==> config.mk <==
export PLATFORM = sky130hd
export DESIGN_NAME = ap_ctrl_sequencer
export DESIGN_NICKNAME = d
export VERILOG_FILES = /design/src/rtl/ap_ctrl_seq_pkg.sv /design/src/rtl/txn_credit_counter.sv /design/src/rtl/ap_ctrl_sequencer.sv
export SDC_FILE = /design/constraint.sdc
export NUM_CORES = 1
export LEC_CHECK = 0
export ABC_AREA = 1
export BUFFER_PORTS_ARGS = -buffer_cell sky130_fd_sc_hd__buf_2
export CAP_MARGIN = 20
export CORE_MARGIN = 8
export CORE_UTILIZATION = 59
export DETAILED_ROUTE_END_ITERATION = 12
export GPL_TIMING_DRIVEN = 1
export HOLD_SLACK_MARGIN = 0.12
export PLACE_DENSITY_LB_ADDON = 0.15
export SLEW_MARGIN = 15
export SYNTH_ARGS = -nofsm -noshare
export SYNTH_HDL_FRONTEND = slang
export SYNTH_SLANG_ARGS = --single-unit
==> constraint.sdc <==
create_clock -name clock -period 4.77 [get_ports clock]
set_input_delay 0.954 -clock clock [delete_from_list [all_inputs] [get_ports clock]]
set_output_delay 0.954 -clock clock [all_outputs]
set_load 0.005 [all_outputs]
==> src/rtl/ap_ctrl_seq_pkg.sv <==
// ap_ctrl_seq_pkg: shared types, default widths and helpers
// for the ap_ctrl_chain sequencer and its credit counter.
package ap_ctrl_seq_pkg;

  localparam int CNT_W_DEF   = 16;
  localparam int MAX_OUT_DEF = 4;
  localparam int CYC_W_DEF   = 32;

  typedef enum logic [1:0] {
    IDLE  = 2'd0,
    RUN   = 2'd1,
    DRAIN = 2'd2,
    FIN   = 2'd3
  } seq_state_e;

  // Saturating +1 for a counter of width w (w <= 64).
  function automatic logic [63:0] sat_inc(
    input logic [63:0] v,
    input int unsigned w
  );
    logic [63:0] top;
    top = (w >= 64) ? '1 : ((64'd1 << w) - 64'd1);
    return (v >= top) ? v : v + 64'd1;
  endfunction

endpackage

==> src/rtl/txn_credit_counter.sv <==
// txn_credit_counter: outstanding-transaction up/down counter.
// Ports: clock, reset (async low), inc, dec -> at_limit, is_zero, next_zero.
module txn_credit_counter #(
  parameter int CNT_W           = 16,
  parameter int MAX_OUTSTANDING = 4
) (
  input  logic clock,
  input  logic reset,
  input  logic inc,
  input  logic dec,
  output logic at_limit,
  output logic is_zero,
  output logic next_zero
);

  localparam logic [CNT_W-1:0] ONE   = CNT_W'(1);
  localparam logic [CNT_W-1:0] LIMIT = CNT_W'(MAX_OUTSTANDING);

  logic [CNT_W-1:0] cnt_q;
  logic [CNT_W-1:0] cnt_d;

  always_comb begin
    cnt_d = cnt_q;
    unique case (1'b1)
      inc && !dec: cnt_d = cnt_q + ONE;
      dec && !inc: cnt_d = cnt_q - ONE;
      default:     cnt_d = cnt_q;
    endcase
  end

  always_ff @(posedge clock or negedge reset) begin
    if (!reset) cnt_q <= '0;
    else        cnt_q <= cnt_d;
  end

  // Limit and zero-next look at the post-accept count so
  // the start lookahead needs no bubble.
  assign at_limit  = (cnt_d >= LIMIT);
  assign is_zero   = (cnt_q == '0);
  assign next_zero = (cnt_d == '0);

endmodule

==> src/rtl/ap_ctrl_sequencer.sv <==
// ap_ctrl_sequencer: drives ap_ctrl_chain handshakes of one HLS kernel.
// Ports: cmd_start/abort + cfg_num_txn in; ap_* handshake; busy/finish/counters/err out.
module ap_ctrl_sequencer
  import ap_ctrl_seq_pkg::*;
#(
  parameter int CNT_W           = CNT_W_DEF,
  parameter int MAX_OUTSTANDING = MAX_OUT_DEF,
  parameter int CYC_W           = CYC_W_DEF
) (
  input  logic             clock,
  input  logic             reset,
  input  logic [CNT_W-1:0] cfg_num_txn,
  input  logic             cmd_start,
  input  logic             cmd_abort,
  output logic             ap_start,
  input  logic             ap_ready,
  input  logic             ap_done,
  output logic             ap_continue,
  input  logic             sink_ready,
  output logic             busy,
  output logic             finish,
  output logic [CNT_W-1:0] started_cnt,
  output logic [CNT_W-1:0] done_cnt,
  output logic [CYC_W-1:0] cycle_cnt,
  output logic             err_spurious_done
);

  seq_state_e       state_q, state_d;
  logic [CNT_W-1:0] num_q, num_d;
  logic [CNT_W-1:0] started_q, started_d;
  logic [CNT_W-1:0] done_q, done_d;
  logic [CYC_W-1:0] cyc_q, cyc_d;
  logic             ap_start_q, ap_start_d;
  logic             err_q, err_d;

  logic             start_acc;
  logic             done_acc;
  logic             spur;
  logic             out_lim;
  logic             out_zero;
  logic             out_nzero;
  logic [CNT_W-1:0] started_nx;
  logic [CNT_W-1:0] done_nx;

  assign busy        = (state_q == RUN) || (state_q == DRAIN);
  assign ap_continue = busy & sink_ready;
  assign start_acc   = ap_start_q & ap_ready;
  assign done_acc    = ap_done & ap_continue & ~out_zero;
  // With nothing in flight any done is unexpected: while busy only
  // when it would be accepted, while not busy whenever asserted.
  assign spur        = ap_done & out_zero & (ap_continue | ~busy);
  assign started_nx  = started_q + {{(CNT_W-1){1'b0}}, start_acc};
  assign done_nx     = done_q + {{(CNT_W-1){1'b0}}, done_acc};

  txn_credit_counter #(
    .CNT_W          (CNT_W),
    .MAX_OUTSTANDING(MAX_OUTSTANDING)
  ) u_credit (
    .clock    (clock),
    .reset    (reset),
    .inc      (start_acc),
    .dec      (done_acc),
    .at_limit (out_lim),
    .is_zero  (out_zero),
    .next_zero(out_nzero)
  );

  always_comb begin
    state_d    = state_q;
    num_d      = num_q;
    started_d  = started_q;
    done_d     = done_q;
    cyc_d      = cyc_q;
    ap_start_d = ap_start_q;
    err_d      = err_q | spur;
    if (busy) begin
      started_d = started_nx;
      done_d    = done_nx;
      cyc_d     = CYC_W'(sat_inc(64'(cyc_q), CYC_W));
    end
    unique case (state_q)
      IDLE: begin
        if (cmd_start) begin
          num_d     = cfg_num_txn;
          started_d = '0;
          done_d    = '0;
          cyc_d     = '0;
          err_d     = 1'b0;
          if (cfg_num_txn != '0) begin
            state_d    = RUN;
            ap_start_d = 1'b1;
          end else begin
            state_d = FIN;
          end
        end
      end
      RUN: begin
        ap_start_d = (ap_start_q & ~ap_ready)
                   | ((started_nx < num_q) & ~out_lim);
        if (done_nx == num_q) begin
          state_d    = FIN;
          ap_start_d = 1'b0;
        end else if (cmd_abort) begin
          state_d    = DRAIN;
          ap_start_d = ap_start_q & ~ap_ready;
        end
      end
      DRAIN: begin
        ap_start_d = ap_start_q & ~ap_ready;
        if (out_nzero && !ap_start_d) state_d = FIN;
      end
      FIN:     state_d = IDLE;
      default: state_d = IDLE;
    endcase
  end

  always_ff @(posedge clock or negedge reset) begin
    if (!reset) begin
      state_q    <= IDLE;
      num_q      <= '0;
      started_q  <= '0;
      done_q     <= '0;
      cyc_q      <= '0;
      ap_start_q <= 1'b0;
      err_q      <= 1'b0;
    end else begin
      state_q    <= state_d;
      num_q      <= num_d;
      started_q  <= started_d;
      done_q     <= done_d;
      cyc_q      <= cyc_d;
      ap_start_q <= ap_start_d;
      err_q      <= err_d;
    end
  end

  assign ap_start          = ap_start_q;
  assign finish            = (state_q == FIN);
  assign started_cnt       = started_q;
  assign done_cnt          = done_q;
  assign cycle_cnt         = cyc_q;
  assign err_spurious_done = err_q;

endmodule

==> flow_metrics.py, run 1 <==
metrics = {
    "run_status": {
        "status": "complete, no violations",
    },
    "synth": {
        "synth_edf_count": 0,
        "synth_fp_nets": 1120,
        "synth_seq_area_share_pct": 34.6,
        "avgSynthCellArea_um2": 6.77,
        "synth-simple-area-share_pct": 33.4,
        "synth_mux_area_share_pct": 0,
        "synthAdderAreaFrac_pct": 4.84,
        "synth_seq_cells": 100,
        "synth_ff_type": "dfrtp_1",
        "yosysWarnings": 0,
        "synth_top_family_by_area": "simple AND/OR/NAND/NOR gates",
        "synth.distinct_cells": 43,
        "synth_cells": 1069,
        "yosys.area.top_type_share_pct": 34.6,
        "yosys-top-cells-area": "dfrtp_1, nand2_1, inv_1, nor2_1, ha_1",
        "synth_compound_area_share_pct": 11.0,
        "syn-cell-area_mm2": 0.00724,
        "synth_xor_area_share_pct": 5.57,
        "async_flop_share_pct": 100,
        "synth_largest_area_cell": "dfrtp_1",
    },
    "grt": {
        "grt-ovfl-total": 0,
        "grt_pass1_vias": 6630,
        "antenna_found_initial": 0,
        "grt_start_max_net_pins": 77,
        "grt_first_pass_wirelength_um": 31200,
        "gr-usage-all-layers_pct": 23.4,
    },
    "die": {
        "die_y_um": 127,
        "die_area_mm2": 0.0161,
        "core_area_mm2": 0.0120,
        "start_util_pct": 60.2,
        "boundaryPins": 92,
        "rows": 40,
        "die_w_um": 127,
    },
    "power_and_ir_drop": {
        "power_switching_mw": 2.38,
        "p_sw_share_pct": 48.7,
        "seqPwrFrac_pct": 31.2,
        "p_leak_nw": 4.25,
        "clkPwrFrac_pct": 14.2,
        "power_density_mw_per_mm2": 606,
        "power_frac_comb_pct": 54.6,
        "ir_worst_vdd_mv": 0.294,
        "p_int_mw": 2.52,
    },
    "min_path": {
        "hold_start": "num_q[12]",
        "holdPathStages": 2,
        "hp-class": "reg2reg",
        "min_to": "num_q[12]",
    },
    "detailed_routing": {
        "final_antenna_net_count": 0,
        "routed_wl_um": 18600,
        "wl_per_cell_um": 14.3,
        "drc_errors": 0,
        "drt-initial-drc-count": 560,
        "num_vias": 7066,
        "first_pass_iters": 5,
        "viasPerCell": 5.42,
    },
    "final_layout": {
        "n_antenna_cell": 0,
        "drive_gt1_share_pct": 13.1,
        "multi_input_area_mm2": 0.00397,
        "layout_commonest_cell": "nand2_1",
        "final_cell_mix": "nand2_1, inv_1, nor2_1",
        "area_growth_pct": 11.8,
        "n_fill_cell": 1122,
        "finalCoreUtilization_pct": 67.4,
        "fin_nets": 1204,
        "ff_latch_area_mm2": 0.00250,
    },
    "sta": {
        "period_share_pct": 82.4,
        "relSlewSlack_pct": 34.8,
        "period_needed_ps": 3930,
        "grt_setup_unrepaired": "false",
        "setup_viol": 0,
        "worstMarginPinSlew_ps": 979,
        "maxSlewViolCount": 0,
        "skew_ps": 7.60,
        "fmax_mhz": 254,
        "finalHoldViolCount": 0,
        "fin_setup_tns_ps": 0,
    },
    "worst_setup_path": {
        "cp-end-kind": "flip-flop",
        "reg2reg_depth": 25,
        "worstPathRequired_ps": 5050,
        "arrival_ps": 4210,
        "critPathKind": "in2reg",
        "rr_endpoint": "state_q[1]",
        "slowest_delay_ps": 290,
        "reg2reg_slack_ps": 860,
        "crit_slowest_cell": "ha_1",
        "r2r-start": "u_credit.cnt_q[7]",
        "cp-start-kind": "input pin",
        "path_max_fanout": 3,
    },
    "clock_tree": {
        "clk_pin_slew_worst_paths_ps": 70,
        "cts_htree_levels": 3,
        "root_buffer": "clkbuf_16",
        "cts.path.max_buffers": 2,
        "clkSinkCount": 100,
        "postCtsSetupRepairBufs": 0,
        "cts_made_buffers": 9,
        "cts_resized": 0,
        "clk_latency_ps": 350,
        "cts_tree": "yes",
        "cts_hold_repair.buffers": 0,
    },
    "run": {
        "maxCapViolations": 0,
    },
    "placement": {
        "dp_hpwl_um": 14100,
        "place.gp.congestion": 0.918,
        "io_buffers": 91,
    },
}
==> power groups by stage <==
stage               clock (mW)  sequential (mW)  combinational (mW)
global route             0.744             1.57                3.06
global placement             0             1.53                2.59
floorplan                    0             1.47                1.94
finish                   0.697             1.53                2.68
detailed placement           0             1.53                2.65
CTS                      0.710             1.52                2.67
==> layout make-up <==
type | count | area share (%)
Clock inverter | 4 | 0.309
Sequential cell | 100 | 30.9
Clock buffer | 11 | 3.12
Inverter | 170 | 7.89
Multi-Input combinational cell | 773 | 49.1
Timing Repair Buffer | 99 | 6.40
Tap cell | 147 | 2.27
==> metal layers <==
metal / GRT usage (%) / up-vias / part of all wire [%]
met5: 0 / - / 0
met4: 6.86 / 0 / 1.6
met3: 3.90 / 26 / 5.2
met2: 37.5 / 204 / 45
met1: 31.8 / 3247 / 48
li1: - / 3589 / -
==> Yosys cell counts (all sizes together) (2+ instances only) <==
| library cell | n |
|---|---|
| nand2 | 277 |
| nand3b | 2 |
| xor2 | 33 |
| nand3 | 72 |
| nor2 | 131 |
| a311oi | 5 |
| inv | 170 |
| clkbuf | 19 |
| o211ai | 2 |
| or2 | 4 |
| a211oi | 2 |
| o21bai | 4 |
| o21ai | 68 |
| xnor2 | 13 |
| ha | 28 |
| nand4 | 23 |
| nor4 | 12 |
| a21oi | 59 |
| buf | 7 |
| nor3 | 28 |
| and2 | 3 |
| dfrtp | 100 |
==> worst max-delay path by stage <==
| stage | slack [ps] | cells after the start | start | endpoint |
|---|---|---|---|---|
| after floorplan | 900 | 28 | state_q[0] | state_q[0] |
| after global placement | 600 | 30 | ap_ready | ap_start |
| after detailed placement | 480 | 30 | ap_ready | ap_start |
| after CTS | 830 | 30 | ap_ready | ap_start |
| after global routing | 310 | 30 | ap_ready | ap_start |
| final | 840 | 30 | ap_ready | ap_start |
==> worst max-delay path: cells and delay by family <==
kind / cells / cell delay [ps]
and+or+nand+nor: 16 / 1610
buffers and inverters: 8 / 630
adders and majority gates: 3 / 630
AOI/OAI and AO/OA: 2 / 210
xor gates and xnor gates: 1 / 180
==> logic make-up (layout without fill, tap and decap cells) <==
logic type,Yosys count,count (layout)
and+or+nand+nor,553,553
buffers and inverters,196,284
AOI/OAI and AO/OA,146,146
DFF,100,100
xor gates and xnor gates,46,46
adders and majority gates,28,28
==> metrics by stage <==
step           worst slack [ps]  hold WS [ps]  cell area (um^2)  power (mW)  instances
2_1_floorplan               903           453              7240        3.41       1069
3_3_place_gp                602           465              7810        4.11       1289
3_5_place_dp                483           477              7810        4.18       1289
4_1_cts                     835           493              8090        4.90       1304
5_1_grt                     313           529              8090        5.38       1304
6_report                    840           486              8090        4.90       1304
==> registers in the layout (all words and copies together), names as in the netlist <==
name               flops
state_q                2
num_q                 16
ap_start               1
u_credit.cnt_q        16
done_cnt              16
cycle_cnt             32
err_spurious_done      1
started_cnt           16
(Power assumes the default switching activity.)
==> run 2: changes to the inputs <==
CORE_UTILIZATION = 54   (was 59)
clock period = 3.3 ns   (was 4.77 ns; I/O delays follow)
==> run 2 against run 1 <==
  * The flow now finishes with violations (negative setup slack)
  * First-iteration DRC count rose by 14%
  * Critical path depth decreased by 6
  * Clock power increased by 56%
  * Clock skew decreased by 0.64 ps
  * Largest power group unchanged
  * Global-route usage grew 0.13 points
  * Cell area grew 16%
  * Combinational power increased by 90%
  * Sequential share of layout area is 4.4 points lower
==> flow_metrics.py, run 2 (synthesis gave the netlist of run 1 again) <==
metrics = {
    "clock_tree": {
        "cts_tree": "yes",
        "clk_pin_slew_worst_paths_ps": 70,
        "cts.path.max_buffers": 2,
        "root_buffer": "clkbuf_16",
        "cts_hold_repair.buffers": 0,
        "cts_made_buffers": 9,
        "clk_latency_ps": 360,
        "cts_htree_levels": 3,
        "clkSinkCount": 100,
    },
    "detailed_routing": {
        "wl_per_cell_um": 14.7,
        "first_pass_iters": 8,
        "drt-initial-drc-count": 639,
        "final_antenna_net_count": 0,
        "routed_wl_um": 21200,
        "drc_errors": 0,
        "viasPerCell": 5.25,
        "num_vias": 7547,
    },
    "final_layout": {
        "area_growth_pct": 30.1,
        "layout_commonest_cell": "nand2_1",
        "largest_reg_flops": 32,
        "finalNonFillerCells": 1437,
        "finalCoreUtilization_pct": 71.4,
        "stdcell_area_mm2": 0.00942,
        "final_cell_mix": "nand2_1, inv_1, buf_4",
        "n_antenna_cell": 0,
        "drive_gt1_share_pct": 27.1,
        "fin_nets": 1307,
    },
    "power_and_ir_drop": {
        "ir_worst_vdd_mv": 0.467,
        "total_power_mw": 8.33,
        "power_density_mw_per_mm2": 885,
        "p_leak_nw": 4.85,
    },
    "placement": {
        "placedCellCount": 1405,
        "placed_cell_area_mm2": 0.00860,
        "place.gp.congestion": 0.931,
        "dp_hpwl_um": 15400,
        "io_buffers": 91,
    },
    "grt": {
        "gr-usage-all-layers_pct": 23.5,
        "antenna_found_initial": 0,
        "grt_pass1_vias": 7090,
        "grt-ovfl-total": 0,
        "grt_start_max_net_pins": 70,
        "grt_first_pass_wirelength_um": 33900,
    },
    "die": {
        "die_w_um": 132,
        "core_area_mm2": 0.0132,
        "die_y_um": 132,
        "start_util_pct": 54.9,
        "die_area_mm2": 0.0174,
        "rows": 42,
        "boundaryPins": 92,
    },
    "sta": {
        "grt_setup_unrepaired": "true",
        "worst_slack_ps": -48.8,
        "finalHoldViolCount": 0,
        "maxSlewViolCount": 0,
        "period_needed_ps": 3350,
        "fin_setup_tns_ps": -96.4,
        "skew_ps": 6.97,
        "worstMarginPinSlew_ps": 725,
        "relSlewSlack_pct": 51.2,
        "fmax_mhz": 299,
        "setup_viol": 3,
        "period_share_pct": 101,
    },
    "worst_setup_path": {
        "arrival_ps": 3640,
        "path_max_fanout": 5,
        "cp-end-kind": "flip-flop",
        "cp-start-kind": "flip-flop",
        "critPathKind": "reg2reg",
        "worstPathRequired_ps": 3590,
    },
    "min_path": {
        "hp-class": "in2async",
    },
    "run_status": {
        "status": "finished with violations",
        "failed_checks": "negative setup slack",
    },
    "run": {
        "maxCapViolations": 0,
    },
}
## run 2: changes by cell type in the layout (fill, tap and decap cells not counted), moves of 7 or more
cell | before | now
nand3_1 | 70 | 60
buf_4 | 9 | 106
nor2_4 | 4 | 15
ha_1 | 27 | 19
ha_4 | 0 | 7
inv_2 | 2 | 16
nand2_2 | 8 | 29
nor2_1 | 116 | 100
nand2_1 | 269 | 241
inv_1 | 168 | 152
nand3_2 | 2 | 11
## run 2: final timing paths
check | startpoint | to | slack (ps) | cells after the start
worst max-delay path | u_credit.cnt_q[7] | ap_start | -50 | 24
worst min-delay path | reset | done_cnt[7] | 340 | 1
worst max register to register | u_credit.cnt_q[7] | ap_start | -50 | 24
worst min register to register | num_q[12] | num_q[12] | 490 | 2
max in group asynchronous | reset | cycle_cnt[17] | 2250 | 2
min in group clock | num_q[12] | num_q[12] | 490 | 2
## run 2: layout make-up
type | instances | area, um^2
clock buffers | 12 | 246
clock inverters | 4 | 48.8
well taps | 176 | 220
inverters | 170 | 644
multi-input cells | 773 | 4390
flip-flops and latches | 100 | 2500
repair buffers | 202 | 1370
fillers | 1088 | 3770
## run 2: report_power, final
part	total [mW]	internal (mW)	switching [mW]
Combinational	5.08	2.09	2.99
Clock	1.09	0.608	0.478
Sequential	2.17	1.70	0.472
## run 2: critical path, stage by stage, from the launching register on
cell and delay [ps]:
dfrtp_1 390, inv_2 60, nand4_1 150, nor4_1 350, buf_4 180, nor3_4 50, ha_4 200, buf_12 160
nand2_4 70, buf_4 110, nand2_1 90, nor2_1 170, nand3_2 130, nand2_2 120, nand2_1 70, nand3_1 70
nand3_1 140, nand2_2 130, nand2_2 70, nor2_4 110, buf_4 120, nand3_1 70, nand2_1 70, nand2_1 70
a21oi_2 110
## run 2: stage by stage
stage	setup WS (ps)	hold slack, ps
final	-48.8	342
after global routing	-220	404
after CTS	3.58	367
after detailed placement	-440	483
after global placement	-292	470
after floorplan	-2.20	364
## run 2: repair_timing
action	4_1_cts	5_1_grt
resized for setup	7	99
gates cloned	0	2
endpoints found under the setup margin	3	3
setup buffers	3	11
pin swaps	6	47
## run 2: per-layer routing
layer  track usage (%)  up-vias  share of wire, %
li1                  -     3791                 -
met3              3.77       43               6.9
met1              31.7     3444                44
met2              38.0      269                47
met4              7.21        0               2.1
met5                 0        -                 0
==> run 3: changes to the inputs <==
ABC_AREA = 0   (was 1)
CORE_UTILIZATION = 53   (was 54)
==> run 3 against run 2 <==
  * The run still ends with negative setup slack left
  * Clock skew rose by 1.2 ps
  * Clock power hardly changed
  * Setup slack worse by 1100 ps
  * First-iteration DRC count fell by 26%
  * Maximum frequency down 24%
  * Core utilization fell by 1.9 points
  * Critical path depth fell by 7
  * Routed wire length down 4.9%
  * Worst hold slack improved by 36 ps
  * Sequential power decreased by 22%
  * Highest routed layer unchanged
  * Die area down 2.2%
==> flow_metrics.py, run 3 <==
metrics = {
    "placement": {
        "io_buffers": 91,
        "placed_cell_area_mm2": 0.00821,
        "place.gp.congestion": 0.921,
        "dpl_worst_slack_ps": -1230,
        "dp_hpwl_um": 14900,
    },
    "die": {
        "rows": 41,
        "core_area_mm2": 0.0127,
        "start_util_pct": 54.6,
        "die_y_um": 130,
        "die_area_mm2": 0.0170,
        "die_w_um": 130,
        "boundaryPins": 92,
    },
    "run_status": {
        "status": "finished with violations",
        "failed_checks": "negative setup slack",
    },
    "synth": {
        "synth_edf_count": 0,
        "yosysMostFrequentCell": "dfrtp_1",
        "synth_cells": 801,
        "synth-simple-area-share_pct": 24.1,
        "synth_seq_area_share_pct": 36.1,
        "synth_xor_area_share_pct": 12.7,
        "synth_compound_area_share_pct": 14.7,
        "synth_ff_type": "dfrtp_1",
        "synth_seq_cells": 100,
        "yosys-top-cells-area": "dfrtp_1, xor2_1, ha_1, nor2_1, xnor2_1",
        "syn-cell-area_mm2": 0.00692,
        "yosysWarnings": 0,
        "synth_top_family_by_area": "simple AND/OR/NAND/NOR gates",
        "yosys.area.top_type_share_pct": 36.1,
        "async_flop_share_pct": 100,
        "synthAdderAreaFrac_pct": 5.06,
        "synth_mux_area_share_pct": 2.37,
        "synth_fp_nets": 852,
        "ys_top_cells_by_count": "dfrtp_1, nor2_1, nand2_1, xor2_1, o21ai_0",
        "avgSynthCellArea_um2": 8.64,
        "synth_largest_area_cell": "dfrtp_1",
        "synth.distinct_cells": 66,
    },
    "grt": {
        "antenna_found_initial": 0,
        "gr-usage-all-layers_pct": 24.3,
        "grt-ovfl-total": 0,
        "grt_pass1_vias": 6739,
        "grt_start_max_net_pins": 61,
        "grt_first_pass_wirelength_um": 32900,
    },
    "clock_tree": {
        "cts_hold_repair.buffers": 0,
        "clk_latency_ps": 350,
        "clkSinkCount": 100,
        "cts_made_buffers": 9,
        "cts_tree": "yes",
        "cts_htree_levels": 3,
        "root_buffer": "clkbuf_16",
        "cts.path.max_buffers": 2,
        "clk_pin_slew_worst_paths_ps": 70,
    },
    "sta": {
        "grt_setup_unrepaired": "true",
        "period_needed_ps": 4420,
        "maxSlewViolCount": 0,
        "setup_viol": 11,
        "worst_slack_ps": -1120,
        "relSlewSlack_pct": 47.3,
        "holdWs_ps": 378,
        "finalHoldViolCount": 0,
        "skew_ps": 8.20,
        "period_share_pct": 134,
        "worstMarginPinSlew_ps": 791,
        "fmax_mhz": 226,
    },
    "final_layout": {
        "n_antenna_cell": 0,
        "fin_nets": 1019,
        "largest_reg_flops": 32,
        "drive_gt1_share_pct": 27.1,
        "stdcell_area_mm2": 0.00880,
        "layout_commonest_cell": "buf_4",
        "n_fill_cell": 1024,
        "area_growth_pct": 27.1,
        "finalCoreUtilization_pct": 69.5,
        "final_cell_mix": "buf_4, dfrtp_1, buf_2",
    },
    "detailed_routing": {
        "first_pass_iters": 5,
        "final_antenna_net_count": 0,
        "routed_wl_um": 20100,
        "num_vias": 6764,
        "drc_errors": 0,
        "viasPerCell": 5.91,
        "drt-initial-drc-count": 471,
        "wl_per_cell_um": 17.6,
    },
    "worst_setup_path": {
        "critical_path.cell_chain": "or4_4 > nor4_4 > nand2_1 > nor3_2 > nor2_2 > ha_2 > xor2_1 > ha_2 > nor4_2 > or4_4 > o21ai_2 > a21oi_2 > or3_1 > a2111o_1 > or3_1 > nor4_2 > o21a_1",
        "cp-end-kind": "flip-flop",
        "crit_slowest_cell": "or4_4",
        "cp-start-kind": "flip-flop",
        "cp.buffers_inverters": 0,
        "slowest_delay_ps": 550,
        "path_max_fanout": 4,
        "critPathKind": "reg2reg",
        "arrival_ps": 4710,
        "worstPathRequired_ps": 3590,
        "cp_top_family": "simple AND/OR/NAND/NOR gates",
        "reg2reg_depth": 17,
        "crit_cells": 17,
    },
    "min_path": {
        "hp-class": "in2async",
    },
    "power_and_ir_drop": {
        "power_density_mw_per_mm2": 710,
        "ir_worst_vdd_mv": 0.307,
        "p_leak_nw": 4.27,
    },
    "run": {
        "maxCapViolations": 0,
    },
}
-- run 3: cell count changes in the layout (fill, tap and decap cells not counted), moves of 18 or more --
cell / previous run / this run
nor2_1: 100 / 82
xnor2_1: 13 / 32
xor2_1: 33 / 65
o21ai_0: 67 / 38
and3_1: 0 / 18
a21oi_1: 52 / 25
inv_1: 152 / 35
nand2_1: 241 / 65
nand3_1: 60 / 25
nand2_2: 29 / 0
-- run 3: final timing paths --
check                      slack, ps               from                 to
min in group clock               520  err_spurious_done  err_spurious_done
max in group asynchronous       2100              reset      cycle_cnt[21]
setup reg to reg               -1120  u_credit.cnt_q[0]           ap_start
hold / removal                   380              reset       done_cnt[15]
setup / recovery               -1120  u_credit.cnt_q[0]           ap_start
hold reg to reg                  520  err_spurious_done  err_spurious_done
-- run 3: what timing repair did --
action | CTS | global route
gates cloned | 1 | 0
buffers inserted | 10 | 3
pin swaps | 14 | 10
endpoints found under the setup margin | 12 | 13
gates resized for setup | 21 | 13
-- run 3: final cells by class --
class	count	area, um^2	share of cell area (%)
Multi-Input combinational cell	614	4250	48.3
Sequential cell	100	2500	28.4
Timing Repair Buffer	206	1390	15.8
Clock buffer	10	229	2.60
Tap cell	172	215	2.45
Inverter	37	139	1.58
Clock inverter	6	72.6	0.825
-- run 3: cell families (layout without fill, tap and decap cells) --
family                     after synthesis  after routing
AOI/OAI and AO/OA                      151            151
xor gates and xnor gates               100            100
adders and majority gates               28             28
buffers and inverters                   87            259
DFF                                    100            100
muxes                                   16             16
and+or+nand+nor                        319            319
-- run 3: power breakdown --
| group | switching [mW] | internal [mW] | leakage (nW) |
|---|---|---|---|
| sequential | 0.218 | 1.48 | 1.32 |
| combinational | 1.93 | 1.54 | 2.82 |
| clock | 0.483 | 0.596 | 0.137 |
| total | 2.63 | 3.62 | 4.27 |
-- run 3: through the flow --
step / power [mW] / instances / setup TNS (ps)
after detailed placement: 4.84 / 1115 / -5960
final: 6.25 / 1145 / -5210
after CTS: 6.17 / 1142 / -4600
after global routing: 6.64 / 1145 / -7070
after global placement: 4.78 / 1115 / -4990
after floorplan: 3.68 / 801 / -8360
-- run 3: routing by layer --
| layer | vias to the layer above | track usage (%) | wire [um] | part of all wire, % |
|---|---|---|---|---|
| met1 | 3296 | 29.3 | 8470 | 42 |
| met3 | 51 | 4.24 | 955 | 4.7 |
| met4 | 0 | 12.1 | 719 | 3.6 |
| li1 | 3197 | - | - | - |
| met5 | - | 0 | 0 | 0 |
| met2 | 220 | 41.0 | 10000 | 50 |
